**src/rtl/mem_ctrl_pkg.sv**
```systemverilog
// Shared types for the unified memory controller: access size codes, FSM
// states and the size-to-byte-count helper.
package mem_ctrl_pkg;

  localparam int unsigned SIZE_W      = 2;
  localparam int unsigned MEM_CTRL_BUS_W = 32;

  typedef enum logic [1:0] {
    SizeByte = 2'b00,
    SizeHalf = 2'b01,
    SizeWord = 2'b10
  } size_e;

  typedef enum logic [1:0] {
    StIdle = 2'b00,
    StXfer = 2'b01,
    StWait = 2'b10,
    StDone = 2'b11
  } state_e;

  // Bytes moved by one access; the unused encoding behaves as a word.
  function automatic int unsigned size_bytes(input logic [SIZE_W-1:0] size);
    int unsigned n;
    case (size)
      SizeByte: n = 1;
      SizeHalf: n = 2;
      default:  n = 4;
    endcase
    return n;
  endfunction

endpackage

```
**src/rtl/mem_ctrl_arb.sv**
```systemverilog
// Fixed-priority arbiter: lowest index wins, one-hot grant.
module mem_ctrl_arb #(
  parameter int unsigned NUM_PORTS = 2
) (
  input  logic [NUM_PORTS-1:0] req,
  output logic [NUM_PORTS-1:0] grant_c
);

  always_comb begin
    logic found;
    found   = 1'b0;
    grant_c = '0;
    for (int i = 0; i < int'(NUM_PORTS); i++) begin
      if (req[i] && !found) begin
        grant_c[i] = 1'b1;
        found      = 1'b1;
      end
    end
  end

endmodule

```
**src/rtl/mem_ctrl.sv**
```systemverilog
// Unified memory controller: arbitrates requesters onto one narrow RAM port,
// splits each access into beats and assembles reads little-endian.
module mem_ctrl
  import mem_ctrl_pkg::*;
#(
  parameter int unsigned ADDR_W    = 32,
  parameter int unsigned DATA_W    = 32,
  parameter int unsigned MEM_W     = 8,
  parameter int unsigned NUM_PORTS = 2,
  parameter int unsigned RD_LAT    = 1
) (
  input  logic                          clk,
  input  logic                          rst,
  input  logic [NUM_PORTS-1:0]          req_i,
  input  logic [NUM_PORTS-1:0]          we_i,
  input  logic [SIZE_W*NUM_PORTS-1:0]   size_i,
  input  logic [ADDR_W*NUM_PORTS-1:0]   addr_i,
  input  logic [DATA_W*NUM_PORTS-1:0]   wdata_i,
  input  logic [NUM_PORTS-1:0]          flush_i,
  output logic [NUM_PORTS-1:0]          ready_o,
  output logic [DATA_W-1:0]             rdata_o,
  output logic [NUM_PORTS-1:0]          busy_o,
  output logic [ADDR_W-1:0]             ram_addr_o,
  output logic [MEM_W-1:0]              ram_dout_o,
  output logic [MEM_W/8-1:0]            ram_be_o,
  output logic                          ram_wr_o,
  input  logic [MEM_W-1:0]              ram_din_i
);

  localparam int unsigned BPB    = MEM_W / 8;
  localparam int unsigned PORT_W = (NUM_PORTS > 1) ? $clog2(NUM_PORTS) : 1;
  localparam int unsigned CNT_W  = $clog2(DATA_W / 8 + 1);
  localparam int unsigned WAIT_W = (RD_LAT > 1) ? $clog2(RD_LAT) : 1;

  state_e               state_q;
  logic [PORT_W-1:0]    port_q;
  logic                 we_q;
  logic [SIZE_W-1:0]    size_q;
  logic [ADDR_W-1:0]    addr_q;
  logic [DATA_W-1:0]    wdata_q;
  logic [CNT_W-1:0]     beats_q;
  logic [CNT_W-1:0]     beat_q;
  logic [CNT_W-1:0]     cap_q;
  logic [WAIT_W-1:0]    wait_q;
  logic [RD_LAT-1:0]    rd_pipe_q;
  logic [DATA_W-1:0]    asm_q;

  logic [NUM_PORTS-1:0] grant_c;
  logic [PORT_W-1:0]    gnt_idx_c;
  logic                 gnt_any_c;

  logic                 src_we_c;
  logic [SIZE_W-1:0]    src_size_c;
  logic [ADDR_W-1:0]    src_addr_c;
  logic [DATA_W-1:0]    src_wdata_c;
  int                   beat_idx_c;
  int                   beat_lane_off_c;
  int                   beat_nbytes_c;
  int                   beat_rel_c;
  logic [ADDR_W-1:0]    beat_addr_c;
  logic [MEM_W/8-1:0]   beat_be_c;
  logic [MEM_W-1:0]     beat_dout_c;

  logic [RD_LAT-1:0]    rd_pipe_c;
  int                   cap_lane_off_c;
  int                   cap_nbytes_c;
  int                   cap_rel_c;
  logic [DATA_W-1:0]    asm_next_c;

  function automatic int unsigned beats_for(input logic [SIZE_W-1:0] size);
    int unsigned n;
    n = size_bytes(size) / BPB;
    return (n == 0) ? 1 : n;
  endfunction

  mem_ctrl_arb #(
    .NUM_PORTS(NUM_PORTS)
  ) u_arb (
    .req     (req_i & ~flush_i),
    .grant_c (grant_c)
  );

  assign busy_o = req_i & ~ready_o;

  always_comb begin
    gnt_idx_c = '0;
    gnt_any_c = |grant_c;
    for (int i = 0; i < int'(NUM_PORTS); i++) begin
      if (grant_c[i]) gnt_idx_c = PORT_W'(i);
    end
  end

  // Beat source: the granted port while idle, otherwise the latched request.
  always_comb begin
    src_we_c    = we_q;
    src_size_c  = size_q;
    src_addr_c  = addr_q;
    src_wdata_c = wdata_q;
    beat_idx_c  = int'(beat_q) + 1;
    if (state_q == StIdle) begin
      src_we_c    = we_i[gnt_idx_c];
      src_size_c  = size_i[SIZE_W*int'(gnt_idx_c) +: SIZE_W];
      src_addr_c  = addr_i[ADDR_W*int'(gnt_idx_c) +: ADDR_W];
      src_wdata_c = wdata_i[DATA_W*int'(gnt_idx_c) +: DATA_W];
      beat_idx_c  = 0;
    end
  end

  // Next beat: aligned address, requested lanes only, lane-aligned write bytes.
  always_comb begin
    beat_lane_off_c = int'(src_addr_c[1:0]) & (int'(BPB) - 1);
    beat_nbytes_c   = int'(size_bytes(src_size_c));
    beat_rel_c      = 0;
    beat_be_c       = '0;
    beat_dout_c     = '0;
    beat_addr_c     = (src_addr_c & ~ADDR_W'(BPB - 1)) + ADDR_W'(beat_idx_c * int'(BPB));
    for (int j = 0; j < int'(BPB); j++) begin
      beat_rel_c = beat_idx_c * int'(BPB) + j - beat_lane_off_c;
      if (j >= beat_lane_off_c && beat_rel_c < beat_nbytes_c) begin
        beat_be_c[j]            = 1'b1;
        beat_dout_c[8*j +: 8]   = src_wdata_c[8*beat_rel_c +: 8];
      end
    end
  end

  // Tracks which cycles carry returning read data, RD_LAT after each read beat.
  always_comb begin
    rd_pipe_c    = '0;
    rd_pipe_c[0] = (state_q == StXfer) && !we_q;
    for (int i = 1; i < int'(RD_LAT); i++) begin
      rd_pipe_c[i] = rd_pipe_q[i-1];
    end
  end

  always_comb begin
    asm_next_c     = asm_q;
    cap_lane_off_c = int'(addr_q[1:0]) & (int'(BPB) - 1);
    cap_nbytes_c   = int'(size_bytes(size_q));
    cap_rel_c      = 0;
    if (rd_pipe_q[RD_LAT-1]) begin
      for (int j = 0; j < int'(BPB); j++) begin
        cap_rel_c = int'(cap_q) * int'(BPB) + j - cap_lane_off_c;
        if (j >= cap_lane_off_c && cap_rel_c < cap_nbytes_c) begin
          asm_next_c[8*cap_rel_c +: 8] = ram_din_i[8*j +: 8];
        end
      end
    end
  end

  always_ff @(posedge clk) begin
    if (rst) begin
      state_q    <= StIdle;
      port_q     <= '0;
      we_q       <= 1'b0;
      size_q     <= '0;
      addr_q     <= '0;
      wdata_q    <= '0;
      beats_q    <= '0;
      beat_q     <= '0;
      cap_q      <= '0;
      wait_q     <= '0;
      rd_pipe_q  <= '0;
      asm_q      <= '0;
      ready_o    <= '0;
      rdata_o    <= '0;
      ram_addr_o <= '0;
      ram_dout_o <= '0;
      ram_be_o   <= '0;
      ram_wr_o   <= 1'b0;
    end else begin
      ready_o   <= '0;
      rd_pipe_q <= rd_pipe_c;
      asm_q     <= asm_next_c;
      if (rd_pipe_q[RD_LAT-1]) cap_q <= cap_q + CNT_W'(1);

      case (state_q)
        StIdle: begin
          if (gnt_any_c) begin
            port_q     <= gnt_idx_c;
            we_q       <= src_we_c;
            size_q     <= src_size_c;
            addr_q     <= src_addr_c;
            wdata_q    <= src_wdata_c;
            beats_q    <= CNT_W'(beats_for(src_size_c));
            beat_q     <= '0;
            cap_q      <= '0;
            asm_q      <= '0;
            ram_addr_o <= beat_addr_c;
            ram_be_o   <= beat_be_c;
            ram_dout_o <= beat_dout_c;
            ram_wr_o   <= src_we_c;
            state_q    <= StXfer;
          end
        end

        StXfer: begin
          if (!we_q && flush_i[port_q]) begin
            ram_be_o  <= '0;
            ram_wr_o  <= 1'b0;
            rd_pipe_q <= '0;
            state_q   <= StIdle;
          end else if (beat_q == beats_q - CNT_W'(1)) begin
            ram_be_o <= '0;
            ram_wr_o <= 1'b0;
            wait_q   <= '0;
            if (we_q) begin
              ready_o[port_q] <= 1'b1;
              state_q         <= StDone;
            end else begin
              state_q <= StWait;
            end
          end else begin
            beat_q     <= beat_q + CNT_W'(1);
            ram_addr_o <= beat_addr_c;
            ram_be_o   <= beat_be_c;
            ram_dout_o <= beat_dout_c;
            ram_wr_o   <= we_q;
          end
        end

        StWait: begin
          if (flush_i[port_q]) begin
            rd_pipe_q <= '0;
            state_q   <= StIdle;
          end else if (wait_q == WAIT_W'(RD_LAT - 1)) begin
            rdata_o         <= asm_next_c;
            ready_o[port_q] <= 1'b1;
            state_q         <= StDone;
          end else begin
            wait_q <= wait_q + WAIT_W'(1);
          end
        end

        StDone: state_q <= StIdle;

        default: state_q <= StIdle;
      endcase
    end
  end

endmodule

```
**config.mk**
```make
export PLATFORM = sky130hd
export DESIGN_NAME = mem_ctrl
export DESIGN_NICKNAME = d
export VERILOG_FILES = /design/src/rtl/mem_ctrl_pkg.sv /design/src/rtl/mem_ctrl_arb.sv /design/src/rtl/mem_ctrl.sv
export SDC_FILE = /design/constraint.sdc
export NUM_CORES = 1
export LEC_CHECK = 0
export ABC_AREA = 1
export CORE_MARGIN = 2
export CORE_UTILIZATION = 45
export CTS_CLUSTER_SIZE = 25
export DETAILED_ROUTE_END_ITERATION = 10
export PLACE_DENSITY = 0.73
export SLEW_MARGIN = 20
export SYNTH_ARGS = -nofsm -noshare
export SYNTH_HDL_FRONTEND = slang
export SYNTH_SLANG_ARGS = --single-unit
```
**constraint.sdc**
```tcl
create_clock -name clk -period 9.15 [get_ports clk]
set_clock_uncertainty 0.15 [all_clocks]
set_input_delay 1.3725 -clock clk [delete_from_list [all_inputs] [get_ports clk]]
set_output_delay 1.3725 -clock clk [all_outputs]
set_load 0.01 [all_outputs]
```
# ---- After elaboration in Yosys (flattened, before gate mapping)
# Index checks and enable logic that the tools add are counted.
dict set report totals {
  register_bits 189
  in_bits 148
  out_inout_bits 78
  wordCells 144
}
dict set report classes {
  add_sub_neg 7
  n_lt_le_gt_ge 5
  eq_ne 13
  shifts 6
  n_mux 70
  bitwise_logic 6
  reduce_logical 19
}
# op count
set op_table {}
lappend op_table {{$mux 32} 12}
lappend op_table {{$shiftx 64x7->32} 2}
lappend op_table {{$pmux 32 s2} 1}
lappend op_table {{$neg 6->33} 1}
lappend op_table {{$shift 8x33->32 const A} 1}
lappend op_table {{$shiftx 8x33->32} 1}
lappend op_table {{$add 32x32->32} 1}
lappend op_table {{$bwmux 32} 1}
lappend op_table {{$logic_not 32->1} 1}
lappend op_table {{$lt 32x32->1} 1}
lappend op_table {{$lt 4x32->1} 1}
lappend op_table {{$mux 8} 4}
lappend op_table {{$shiftx 32x32->8} 1}
lappend op_table {{$mux 1} 22}
lappend op_table {{$mux 2} 11}
lappend op_table {{$mux 3} 7}
lappend op_table {{$pmux 3 s2} 3}
lappend op_table {{$pmux 8 s2} 1}
lappend op_table {{$ne 2x2->1 const B} 4}
lappend op_table {{$pmux 1 s2} 4}
lappend op_table {{$pmux 2 s4} 1}
lappend op_table {{$reduce_and 4->1} 2}
lappend op_table {{$add 3x1->3 const B} 2}
lappend op_table {{$eq 2x1->1 const B} 3}
lappend op_table {{other kinds (24)} 38}

# ---- Longest topological paths before layout
dict set report logic_depth {
  ltp_word 16
  depth_mapped 26
  depth_no_buf 22
}

# ---- Modules after synthesis
# Synthesis repeated with hierarchy kept, for this count alone.
dict set report hier_totals {
  cells_unflattened 1504
  hier_area_um2 10261.1
}
# module instances cells_per_inst area_per_inst_um2 seq_area_each_um2
set modules_own_cells {}
lappend modules_own_cells {mem_ctrl 1 1501 10243.6 3763.6}
lappend modules_own_cells {mem_ctrl_arb 1 3 17.5 0.0}

# ---- Worst setup path after synthesis
# No wires, ideal clock.
dict set report synth_path {
  kind {input port to flip-flop}
  start {in req_i[1]}
  end {reg ram_addr_o[31]}
  setup_ps 109
  arrival_ps 3957
  t_required_ps 8891
  setup_slack_ps 4934
  path_stages 24
  path_buffers 5
  cell_sequence {inv_1 nor2_4 nand2_4 buf_6 buf_6 buf_6 buf_2 buf_2 o21ai_0 o21ai_0 ha_1 nand3_1 nand2_1 nand2_1 nand2_1 nand2_2 inv_1 nand3_1 nor2_4 nand2_1 nand2_1 nand3_1 nand2_1 inv_1}
}
dict set report synth_via {
  elab_chain_len 10
  elab_cells_between_ends 14
  classes_between {add/sub (1); eq/ne (1); shift (1); mux (7); bitwise (1); reduce/logical (3)}
}
# item line_no
set synth_lines {}
lappend synth_lines {{start, declared} mem_ctrl.sv:14} ;# input logic [NUM_PORTS-1:0] req_i,
lappend synth_lines {{$and 2x2->2 (*)} mem_ctrl.sv:79} ;# .req (req_i & ~flush_i),
lappend synth_lines {{$logic_and 1x1->1 (*)} mem_ctrl_arb.sv:14} ;# if (req[i] && !found) begin
lappend synth_lines {{$mux 1 (*)} mem_ctrl_arb.sv:14}
lappend synth_lines {{$mux 1 (*)} mem_ctrl.sv:89} ;# if (grant_c[i]) gnt_idx_c = PORT_W'(i);
lappend synth_lines {{$shiftx 64x7->32 (*)} mem_ctrl.sv:103} ;# src_addr_c = addr_i[ADDR_W*int'(gnt_idx_c) +: ADDR_W];
lappend synth_lines {{$mux 32 (*)} mem_ctrl.sv:100} ;# if (state_q == StIdle) begin
lappend synth_lines {{net src_addr_c[1]} mem_ctrl.sv:54} ;# logic [ADDR_W-1:0] src_addr_c;
lappend synth_lines {{$add 32x32->32 (*)} mem_ctrl.sv:116} ;# beat_addr_c = (src_addr_c & ~ADDR_W'(BPB - 1)) + ADDR_W'(beat_idx_c * int'(BPB));
lappend synth_lines {{$mux 32} mem_ctrl.sv:202} ;# end else if (beat_q == beats_q - CNT_W'(1)) begin
lappend synth_lines {{$mux 32} mem_ctrl.sv:197} ;# if (!we_q && flush_i[port_q]) begin
lappend synth_lines {{$pmux 32 s2 (*)} mem_ctrl.sv:176} ;# case (state_q)
lappend synth_lines {{end signal, assigned} mem_ctrl.sv:188} ;# ram_addr_o <= beat_addr_c;
lappend synth_lines {{end signal, assigned} mem_ctrl.sv:214} ;# ram_addr_o <= beat_addr_c;
lappend synth_lines {{end, declared} mem_ctrl.sv:23} ;# output logic [ADDR_W-1:0] ram_addr_o,
# The timed path passes the listed nets; every way through them passes the cells marked *. The select of a mux whose other input is x is not followed.
# A chain may end at the register's enable or synchronous reset.

# ---- Worst setup path after layout
dict set report layout_path {
  start {in req_i[1]}
  end {reg ram_addr_o[26]}
}
# Same word-level chain as after synthesis.

==> flow_summary.toml <==
[status]
status = "finished, final reports clean"

[clocking]
postCtsSetupRepairBufs = 0
cts_sinks = 188
path_clk_slew_ps = 80
root_buffer = "clkbuf_16"
cts_buffers = 17
cts-htree-levels = 4
cts_resized = 0
clockBufferDepth = 2
cts_hold_buf = 0
clk_latency_ps = 450
tritoncts = "yes"

[placement]
io_buffers = 225
placed_area_mm2 = 0.0123
finalWeightedCongestion = 0.942
dp_hpwl_mm = 21.8

[timing]
post-route-min-period_ps = 5210
setup_violations = 0
rsz0062_at_grt = "no"
fin_crit_sh_pct = 56.9
hold_viol = 0
slew_violations = 0
max_slew_margin_pct = 38.3
worst_pin_slew_ps = 926
fin_tns_setup_ps = 0
max_freq_mhz = 192
whs_ps = 317

[setup_path]
cp-end-kind = "register"
critical_path_arrival_ps = 5400
r2r_setup_slack_ps = 5310
path_cells = "clkdlybuf4s50_1 -> inv_1 -> nor2_4 -> nand2_4 -> inv_1 -> nand2_1 -> nand2_1 -> a21oi_1 -> a21oi_1 -> ha_1 -> fa_1 -> nand3_1 -> nand2_1 -> nand2_1 -> nor2_2 -> nand2_2 -> nor2_4 -> nand2_1 -> nand2_1 -> nand3_1 -> nand2_1 -> inv_1"
max_stage_delay_ps = 630
critical_path.top_delay_family = "simple AND/OR/NAND/NOR gates"
path_buf_inv = 4
crit_slowest_cell = "inv_1"
cp-start-kind = "input port"
path_max_fanout = 30
crit_required_ps = 9350
path_common_cell = "nand2_1"
critical_path_class = "in -> reg"

[power]
vdd_drop_max_mv = 0.123
power.density_mw_per_mm2 = 195
p_leak_nw = 5.63
power_frac_clock_pct = 30.1
power.total_mw = 2.53
seqPwrFrac_pct = 38.1
switching_share_pct = 37.2
combPwrFrac_pct = 31.7
p_int_mw = 1.59
switchingPower_mw = 0.941

[cells_and_area]
final_area_mm2 = 0.0130
antenna_cells = 0
fin_nets = 1816
fill_cells = 2107
area_delta_synth_final_pct = 28.8
multiInputGateArea_mm2 = 0.00504
fin_util_pct = 59.2
layout-drive-gt1-share_pct = 5.66
layout.area.seq_mm2 = 0.00376

[yosys]
synth_warnings = 0
synth-seq-area-share_pct = 37.4
async_flop_share_pct = 0
synth_nets = 1648
syn_inst = 1480
synth_top_area_share_pct = 37.4
synth_edf_count = 0
synth_common_cells = "313 x nand2_1, 225 x inv_1, 188 x dfxtp_1"
netlist_area_mm2 = 0.0101
ys_ff_latch = 188
ys.flop_type = "dfxtp_1"
synth_most_common_cell = "nand2_1"
ys_types = 45
synth.avg_cell_area_um2 = 6.80
synth_top_area_cell = "dfxtp_1"
synth.top_cells.by_area = "dfxtp_1 37%, nand2_1 12%, inv_1 8.4%, nand3_1 6.9%, o21ai_0 6.3%"

[floorplan]
io_pins = 226
coreArea_mm2 = 0.0219
dieHeight_um = 154
die_area_mm2 = 0.0236
die_w_um = 154
start_util_pct = 46.0
rows = 54

[global_route]
grt_pass1_wl_mm = 49.3
first_global_vias = 9467
overflow = 0
antenna_found_initial = 0
grt_start_max_net_pins = 68
grt_use_total_pct = 25.8

[job]
maxCapViolCount = 0

[worst_hold_path]
worstHoldPathType = "reg -> reg"

[route]
viasPerCell = 5.22
routed_wl_mm = 30.6
num_vias = 10129
ant_nets = 0
drc = 0
initialDrtViolationCount = 657
wl_per_cell_um = 15.8
first_pass_iters = 5
power groups by stage:
| stage | logic, mW | clock network (mW) | registers, mW |
|---|---|---|---|
| after floorplan | 0.476 | 0 | 0.984 |
| after global placement | 0.787 | 0 | 0.980 |
| after detailed placement | 0.795 | 0 | 0.982 |
| after CTS | 0.801 | 0.776 | 0.964 |
| after global routing | 0.885 | 0.808 | 0.975 |
| final | 0.803 | 0.762 | 0.964 |
final cells by class:
cell class | instances | share of cell area, %
timing repair buffer | 234 | 17.9
clock buffer | 17 | 3.28
inverter | 229 | 6.63
sequential | 188 | 29.0
clock inverter | 15 | 1.54
multi-input combinational | 978 | 38.9
tap | 280 | 2.70
per-layer routing:
metal	track usage, %	part of all wire, %
met1	33.1	43
met2	44.1	48
met3	4.20	5.9
met4	8.69	2.5
met5	0	0
final timing paths:
path,startpoint,to,cells after the start
hold reg to reg,ram_dout_o[0],ram_dout_o[0],2
setup reg to reg,state_q[0],ram_addr_o[26],17
hold / removal,ram_dout_o[0],ram_dout_o[0],2
setup / recovery,req_i[1],ram_addr_o[26],22
state kept, by name, indices dropped and copies added (netlist names):
| register | count |
|---|---|
| addr_q | 32 |
| asm_q | 32 |
| ram_addr_o | 32 |
| rdata_o | 32 |
| wdata_q | 32 |
| ram_dout_o | 8 |
| beat_q | 3 |
| beats_q | 3 |
| cap_q | 3 |
| ready_o | 2 |
| size_q | 2 |
| state_q | 2 |
| port_q | 1 |
| ram_be_o | 1 |
| ram_wr_o | 1 |
| rd_pipe_q | 1 |
| we_q | 1 |
cell usage in the layout, fill, tap and decap left out, drive strengths merged, types with 2 or more instances in the layout:
cell,netlist,routed
a22o,5,5
o32ai,24,24
o21a,20,20
dfxtp,188,188
clkinv,1,10
nor2,129,129
clkinvlp,0,2
o21ai,128,128
inv,228,232
o21bai,3,3
a31oi,3,3
clkbuf,43,17
a21oi,53,53
nand2,330,330
nand4,28,28
clkdlybuf4s50,0,225
xnor2,6,6
o22ai,8,8
nor3,12,12
or2,7,7
nand3b,3,3
ha,19,19
nand3,144,144
a211oi,3,3
o211ai,33,33
buf,42,9
xor2,6,6
mux2i,7,7
worst reg2reg max path: stages (launching register included):
cell and delay (ps):
dfxtp_1 360, inv_1 80, ha_2 410, buf_4 380
nor2_1 650, ha_1 320, fa_1 230, nand3_1 90
nand2_1 230, nand2_1 130, nor2_2 150, nand2_2 110
nor2_4 130, nand2_1 70, nand2_1 60, nand3_1 70
nand2_1 100, inv_1 40
metrics by stage:
stage          setup WS (ps)  instances
2_1_floorplan           4930       1480
3_3_place_gp            3590       1909
3_5_place_dp            3500       1909
4_1_cts                 3960       1941
5_1_grt                 3490       1941
6_report                3940       1941
cells by family after synthesis:
group	count (synthesis)	synth area share (%)
AO/OA/AOI/OAI	284	17.0
flip-flops	188	37.4
adder cells (fa/ha/maj)	20	2.56
multiplexers	7	0.696
AND/OR/NAND/NOR	655	28.7
XOR/XNOR	12	1.04
buffers and inverters	314	12.6
(Power assumes the default switching activity.)
